## src/rtl/lsu.sv

```systemverilog
// Load/store unit: sequences one load/store per handshake through a registered-read dmem port.
// Define LSU_MISALIGN_TRAP_EN to fault on misaligned half/word; otherwise addresses are force-aligned.
module lsu #(
    parameter int unsigned MEMSIZE = 1024
) (
    input  logic        i_clk,
    input  logic        i_rst,
    input  logic        i_req_valid,
    output logic        o_req_ready,
    input  logic        i_req_write,
    input  logic [1:0]  i_req_size,
    input  logic        i_req_unsigned,
    input  logic [31:0] i_req_addr,
    input  logic [31:0] i_req_wdata,
    output logic        o_rsp_valid,
    output logic [31:0] o_rsp_rdata,
    output logic        o_rsp_fault,
    output logic        o_mem_write,
    output logic        o_mem_byte,
    output logic        o_mem_hwrd,
    output logic [31:0] o_mem_addr,
    output logic [31:0] o_mem_wdata,
    input  logic [31:0] i_mem_rdata
);

    typedef enum logic [1:0] {StIdle, StAccess, StResp} state_e;

    localparam logic [32:0] MemLimit = 33'(MEMSIZE) * 33'd4;

    state_e      state_q, state_d;
    logic [31:0] addr_q, wdata_q;
    logic [1:0]  size_q;
    logic        write_q, unsigned_q, fault_q;

    logic        accept, misalign, req_fault;
    logic [31:0] req_addr_eff;
    logic [4:0]  shamt;
    logic [31:0] shifted, load_data;

    assign accept = i_req_valid && (state_q == StIdle);

`ifdef LSU_MISALIGN_TRAP_EN
    assign misalign = ((i_req_size == 2'b01) && i_req_addr[0]) ||
                      ((i_req_size == 2'b10) && (i_req_addr[1:0] != 2'b00));
    assign req_addr_eff = i_req_addr;
`else
    assign misalign = 1'b0;
    always_comb begin
        req_addr_eff = i_req_addr;
        if (i_req_size == 2'b01) req_addr_eff[0] = 1'b0;
        if (i_req_size == 2'b10) req_addr_eff[1:0] = 2'b00;
    end
`endif

    assign req_fault = (i_req_size == 2'b11) || ({1'b0, i_req_addr} >= MemLimit) || misalign;

    always_ff @(posedge i_clk) begin
        if (i_rst) begin
            state_q    <= StIdle;
            addr_q     <= '0;
            wdata_q    <= '0;
            size_q     <= '0;
            write_q    <= 1'b0;
            unsigned_q <= 1'b0;
            fault_q    <= 1'b0;
        end else begin
            state_q <= state_d;
            if (accept) begin
                addr_q     <= req_addr_eff;
                wdata_q    <= i_req_wdata;
                size_q     <= i_req_size;
                write_q    <= i_req_write;
                unsigned_q <= i_req_unsigned;
                fault_q    <= req_fault;
            end
        end
    end

    always_comb begin
        state_d = state_q;
        unique case (state_q)
            StIdle:   if (accept) state_d = req_fault ? StResp : StAccess;
            StAccess: state_d = StResp;
            StResp:   state_d = StIdle;
            default:  state_d = StIdle;
        endcase
    end

    // Halfword lane selection uses only addr[1]; byte and word use addr[1:0].
    always_comb begin
        shamt   = (size_q == 2'b01) ? {addr_q[1], 4'b0000} : {addr_q[1:0], 3'b000};
        shifted = i_mem_rdata >> shamt;
        unique case (size_q)
            2'b00:   load_data = unsigned_q ? {24'h0, shifted[7:0]}
                                            : {{24{shifted[7]}}, shifted[7:0]};
            2'b01:   load_data = unsigned_q ? {16'h0, shifted[15:0]}
                                            : {{16{shifted[15]}}, shifted[15:0]};
            default: load_data = shifted;
        endcase
    end

    always_comb begin
        o_req_ready = (state_q == StIdle);
        o_rsp_valid = 1'b0;
        o_rsp_fault = 1'b0;
        o_rsp_rdata = '0;
        o_mem_write = 1'b0;
        o_mem_byte  = 1'b0;
        o_mem_hwrd  = 1'b0;
        o_mem_addr  = '0;
        o_mem_wdata = '0;
        unique case (state_q)
            StAccess: begin
                o_mem_addr = addr_q;
                if (write_q) begin
                    // Reset during the access cycle must not commit the write.
                    o_mem_write = !i_rst;
                    o_mem_byte  = (size_q == 2'b00);
                    o_mem_hwrd  = (size_q == 2'b01);
                    unique case (size_q)
                        2'b00:   o_mem_wdata = {4{wdata_q[7:0]}};
                        2'b01:   o_mem_wdata = {2{wdata_q[15:0]}};
                        default: o_mem_wdata = wdata_q;
                    endcase
                end
            end
            StResp: begin
                o_rsp_valid = !i_rst;
                o_rsp_fault = fault_q;
                if (!fault_q && !write_q) o_rsp_rdata = load_data;
            end
            default: ;
        endcase
    end

endmodule

```

## config.mk

```make
export PLATFORM = sky130hd
export DESIGN_NAME = lsu
export DESIGN_NICKNAME = d
export VERILOG_FILES = /design/src/rtl/lsu.sv
export SDC_FILE = /design/constraint.sdc
export NUM_CORES = 1
export LEC_CHECK = 0
export CORE_MARGIN = 4
export CORE_UTILIZATION = 42
export CTS_BUF_LIST = sky130_fd_sc_hd__clkbuf_8
export CTS_CLUSTER_DIAMETER = 30
export DETAILED_ROUTE_END_ITERATION = 12
export PLACE_DENSITY = 0.84
export SLEW_MARGIN = 20
export SYNTH_ARGS = -nofsm -noshare
export SYNTH_HDL_FRONTEND = slang
export SYNTH_SLANG_ARGS = --single-unit
```

## constraint.sdc

```tcl
create_clock -name i_clk -period 2.9 [get_ports i_clk]
set_input_delay 0.58 -clock i_clk [delete_from_list [all_inputs] [get_ports i_clk]]
set_output_delay 0.58 -clock i_clk [all_outputs]
set_load 0.02 [all_outputs]
```

---- Word-level counts from Yosys, hierarchy flattened ----
Cells that the tools add are included.
cells by class
  order comparisons ....................... 1
  eq/ne operators ......................... 7
  shifts and indexed selects .............. 1
  mux-type cells .......................... 23
  reductions and logical operators ........ 8
operators with widths
  kind                                                                  count
  2-to-1 mux 32 bit                                                     7
  one-hot mux 32 bit (2 select lines)                                   2
  greater-or-equal comparator 32 x 13 -> 1 bit (second input constant)  1
  >> shifter 32 x 5 -> 32 bit                                           1
  2-to-1 mux 1 bit                                                      9
  equality test 2 x 1 -> 1 bit (second input constant)                  3
  equality test 2 bit (second input constant)                           3
  2-to-1 mux 2 bit                                                      3
  zero test 2 bit                                                       2
  2-to-1 mux 4 bit                                                      1
  one-hot mux 2 bit (2 select lines)                                    1
  zero test 1 bit                                                       3
  logical AND 1 bit                                                     2
  != test 2 x 1 -> 1 bit (second input constant)                        1
  logical OR 1 bit                                                      1
word-level totals
  flip-flop bits (word level) ............. 71
  input bits .............................. 103

---- Longest topological paths before layout ----
Gate-level depths: netlist of run 1.
  word-level depth ........................ 7
  depth in mapped cells ................... 7
  mapped depth without buffers ............ 4

---- Worst setup path after synthesis of run 1 ----
OpenSTA, ideal clock, no wires.
  path kind ............................... register -> output
  from .................................... reg size_q[1]
  to ...................................... out o_rsp_rdata[5]
  data arrival time ....................... 1.811 ns
  required time ........................... 2.320 ns
  slack ................................... 0.509 ns
  cell stages (with the launch flop) ...... 8
  buffers on the path ..................... 3
  path through ............................ dfxtp_1 nand2b_1 clkbuf_1 nand2_1 buf_2 buf_2 a211oi_1 a211oi_1
on the way
  cells in the longest elaborated chain, start to end .. 7
  elaborated cells between the ends (all ways) .. 9
RTL lines
  what                                   line    RTL
  start: declaration                     32      logic [1:0] size_q;
  start signal: assignment               71      size_q <= i_req_size;
  equality test 2 x 1 -> 1 bit           91, 93
  2-to-1 mux 4 bit                       91      shamt = (size_q == 2'b01) ? {addr_q[1], 4'b0000} : {addr_q[1:0], 3'b000};
  >> shifter 32 x 5 -> 32 bit            92      shifted = i_mem_rdata >> shamt;
  2-to-1 mux 32 bit (on tied branches)   96, 94
  one-hot mux 32 bit (2 select lines) *  93      unique case (size_q)
  2-to-1 mux 32 bit *                    130     if (!fault_q && !write_q) o_rsp_rdata = load_data;
  2-to-1 mux 32 bit *                    112     unique case (state_q)
  end: declaration                       16      output logic [31:0] o_rsp_rdata,
Every way passes the cells marked *; elsewhere a longest branch is shown, timed or not.

---- Final worst setup path of run 1 ----
  from .................................... in i_mem_rdata[15]
  to ...................................... out o_rsp_rdata[21]
on the way
  cells in the longest elaborated chain, start to end .. 5
  elaborated cells between the ends (all ways) .. 6
RTL lines
  what                                   line    RTL
  start: declaration                     23      input logic [31:0] i_mem_rdata
  >> shifter 32 x 5 -> 32 bit *          92
  2-to-1 mux 32 bit (on tied branches)   96, 94
  one-hot mux 32 bit (2 select lines) *  93
  2-to-1 mux 32 bit *                    130
  2-to-1 mux 32 bit *                    112
Marks and branches as above.

==> Implementation_results.wiki, run 1 <==
{| class="wikitable"
! Metric !! Value
|-
| CTS tree || yes
|-
| Maximum clock insertion buffer count || 2
|-
| Internal portion of total power || 1.91 mW
|-
| Leading post-synthesis cells by instance count || sky130_fd_sc_hd__nand2_1, sky130_fd_sc_hd__a21oi_1, sky130_fd_sc_hd__dfxtp_1
|-
| Via count of the first global-routing pass || ~4.6k
|-
| Element type at the critical path end || primary output
|-
| Maximum number of pins on one net before global-route repair || 70
|-
| Max-cap violations || 0
|-
| Number of vias in the routed layout || between 4k and 5k
|-
| Nets || 866
|-
| Post-layout instance area || 6500 um^2
|-
| Total core area || 9280 um^2
|-
| DP Wirelength || 10.8 mm
|-
| Post-synth net total || 672
|-
| Average cell area after synthesis || 7.09 um^2
|-
| Library cell with the highest instance count after synthesis || sky130_fd_sc_hd__nand2_1
|-
| Share of total power in sequential cells || about two fifths
|-
| Remaining global-route overflow || 0
|-
| Maximum fanout encountered on the critical timing path || 7
|-
| Register area share after synthesis || a little over a third
|-
| Proportion of power drawn by combinational gates || 20.4%
|-
| Clk pwr share || 38.2%
|-
| Async SR Flop Fraction || 0%
|-
| Hold_sp || addr_q[12]
|-
| Post-synthesis cell type count || 36
|-
| Clock period minus final worst setup slack || 2810 ps
|-
| Clock-pin slew on the worst setup and hold paths || 80 ps
|-
| Fin. max-slew vios || 0
|-
| Layout cells sized above 1 || 12.4%
|-
| Final GP Congestion || 0.945
|-
| Row count || 35
|-
| Vias per cell || 5.34
|-
| Remaining design rule violation count || 0
|-
| Worst-case vdd ir drop || 0.333 mV
|-
| Timing-limited maximum frequency || ~360 MHz
|-
| Dominant cell type by area after synthesis || sky130_fd_sc_hd__dfxtp_1
|-
| Later-pin clock latency in the skew report || between 300 and 400 ps
|-
| Number of DRC violations after detailed-routing iteration 0 || 332
|-
| Aggregate routed wire length || between 10 and 15 mm
|-
| Die Width || 106 um
|-
| Syn-to-layout area delta || 61.2%
|-
| Average wire per cell in the routed design || 16.1 um
|-
| Worst setup path class || in -> out
|-
| Placed Instances || 880
|-
| Number of hold violations in the final report || 0
|-
| Root Driver || sky130_fd_sc_hd__clkbuf_8
|-
| Worst min-delay path category || reg -> reg
|-
| Top post-synthesis cells by area || sky130_fd_sc_hd__dfxtp_1, sky130_fd_sc_hd__nand2_1, sky130_fd_sc_hd__a21oi_1
|-
| Total die area || between 10,000 and 15,000 um^2
|-
| Number of H-tree levels || 3
|-
| Final non-filler cell total || 897
|-
| Clock buffers created by TritonCTS || 9
|-
| Antenna diode count || 0
|-
| Antenna violation net count after detailed routing || 0
|-
| Yosys warning count || 0
|-
| Area fraction of the dominant cell type after synthesis || 35.2%
|-
| Share of total power consumed by net switching || 25.8%
|-
| Number of detailed-route iterations in the first pass || 6
|-
| Height of the die || ~110 um
|-
| Initial cell density of the core || a little over two fifths
|-
| Count of final setup violators || 0
|-
| Max_slew headroom || 57.8%
|-
| Final clock period utilization by the worst path || a little over nine tenths
|-
| Port buffer count || 204
|-
| Critical Path Start Type || input port
|-
| Total global-route track usage || 24.6%
|-
| Clk sinks || just over 70
|-
| Dpl cell area || 6310 um^2
|-
| #FFs+latches synth || just over 70
|-
| I/O Pins || slightly above 200
|-
| Post-Syn Instances || 569
|-
| Status || finished clean
|-
| WP data arrival || 2230 ps
|-
| Initial antenna violation count || 0
|-
| Critical Path Start || i_mem_rdata[15]
|-
| Count of flip-flops with a built-in enable after synthesis || 0
|-
| Final core utilization || 70.0%
|-
| Predominant post-synthesis flop cell || sky130_fd_sc_hd__dfxtp_1
|-
| Setup TNS after final layout || 0 ps
|-
| Cell area power density || 396 nW/um^2
|-
| Global-route wire length before repair || 22.8 mm
|-
| Leakage power figure || ~2.7 nW
|-
| Required time worst endpoint || 2320 ps
|-
| Worst setup skew after layout || 16.7 ps
|-
| Psw || 665 uW
|-
| Start of the worst register-to-register path || state_q[1]
|-
| Post-Synthesis Cell Area || 4030 um^2
|-
| RSZ-0062 raised after global routing || false
|-
| Worst slew pin tran || 631 ps
|-
| Final Total Pwr || roughly 2.6 mW
|}
power groups by stage:
stage	Combinational (mW)	Sequential, mW	Clock (mW)
2_1_floorplan	0.260	1.08	0
6_report	0.524	1.07	0.985
3_5_place_dp	0.531	1.09	0
5_1_grt	0.572	1.07	1.03
3_3_place_gp	0.522	1.08	0
4_1_cts	0.526	1.07	0.993
state kept, by name, indices dropped and copies added, names as in the netlist:
signal      cells
size_q          2
addr_q         32
wdata_q        32
unsigned_q      1
write_q         1
state_q         2
fault_q         1
placed cells by master (no fill, tap or decap), types with 2 or more instances in the layout:
cell type and n:
sky130_fd_sc_hd__bufinv_16 3, sky130_fd_sc_hd__dfxtp_1 71, sky130_fd_sc_hd__and2_1 32, sky130_fd_sc_hd__nand2b_1 4, sky130_fd_sc_hd__o211ai_2 2, sky130_fd_sc_hd__nand2_2 2
sky130_fd_sc_hd__or4b_4 2, sky130_fd_sc_hd__nor3_1 3, sky130_fd_sc_hd__o211ai_1 6, sky130_fd_sc_hd__mux2i_1 24, sky130_fd_sc_hd__dlymetal6s2s_1 5, sky130_fd_sc_hd__nor2_1 31
sky130_fd_sc_hd__nand4_1 3, sky130_fd_sc_hd__a211oi_1 21, sky130_fd_sc_hd__and3_1 22, sky130_fd_sc_hd__buf_12 5, sky130_fd_sc_hd__a21oi_1 91, sky130_fd_sc_hd__buf_4 26
sky130_fd_sc_hd__clkdlybuf4s50_1 173, sky130_fd_sc_hd__buf_2 23, sky130_fd_sc_hd__nand3_2 9, sky130_fd_sc_hd__clkbuf_8 11, sky130_fd_sc_hd__nor4_1 7, sky130_fd_sc_hd__nand2_1 163
sky130_fd_sc_hd__o31ai_1 6
per-stage QoR:
step	setup WS (ps)	hold slack, ps
6_report	94.2	453
5_1_grt	3.90	476
4_1_cts	1.65	453
3_5_place_dp	-463	442
3_3_place_gp	-430	438
2_1_floorplan	509	432
final timing paths:
check | end | slack [ps] | cells after the start
setup / recovery | o_rsp_rdata[21] | 90 | 7
setup reg to reg | fault_q | 1110 | 6
hold reg to reg | addr_q[12] | 450 | 2
hold / removal | addr_q[12] | 450 | 2
timing repair:
item                       4_1_cts  5_1_grt
hold endpoints to repair         0        0
pin swaps                        0        2
hold buffers                     0        0
setup endpoints to repair       32       28
buffers inserted                 0        1
resized for setup               94       24
cells by family (layout without fill, tap and decap cells):
family	Yosys count	count (layout)	share of synthesized area (%)
DFF	71	71	35.2
muxes	24	24	5.96
buffers and inverters	53	252	5.40
and+or+nand+nor	290	290	34.4
AOI/OAI and AO/OA	131	131	19.0
critical path, stage by stage:
cell                              delay [ps]
sky130_fd_sc_hd__clkdlybuf4s50_1         460
sky130_fd_sc_hd__nand2b_1                 80
sky130_fd_sc_hd__a22oi_2                 140
sky130_fd_sc_hd__or4b_4                  500
sky130_fd_sc_hd__buf_4                   190
sky130_fd_sc_hd__o211ai_1                 80
sky130_fd_sc_hd__buf_2                   190
per-layer routing:
metal	share of wire (%)	GRT usage, %
met1	40	29.0
met2	49	43.9
met3	7.4	4.68
met4	3.0	9.90
met5	0	0
final cells by class:
type                       count  area, um^2
inverter                       1        3.75
clock buffer                  11         151
tap                          129         161
fill                         782        2790
clock inverter                 5         104
multi-input combinational    445        2430
sequential                    71        1420
timing repair buffer         235        2230
Power figures use the tool's default switching activity.
==> run 2: changes to the inputs <==
--- a/config.mk
+++ b/config.mk
@@ -10,6 +10,7 @@
 export CTS_BUF_LIST = sky130_fd_sc_hd__clkbuf_8
 export CTS_CLUSTER_DIAMETER = 30
 export DETAILED_ROUTE_END_ITERATION = 12
+export HOLD_SLACK_MARGIN = 0.1
 export PLACE_DENSITY = 0.84
 export SLEW_MARGIN = 20
 export SYNTH_ARGS = -nofsm -noshare
==> results of run 2 <==
No change in the layout: final DEF, timing and power equal those of run 1.
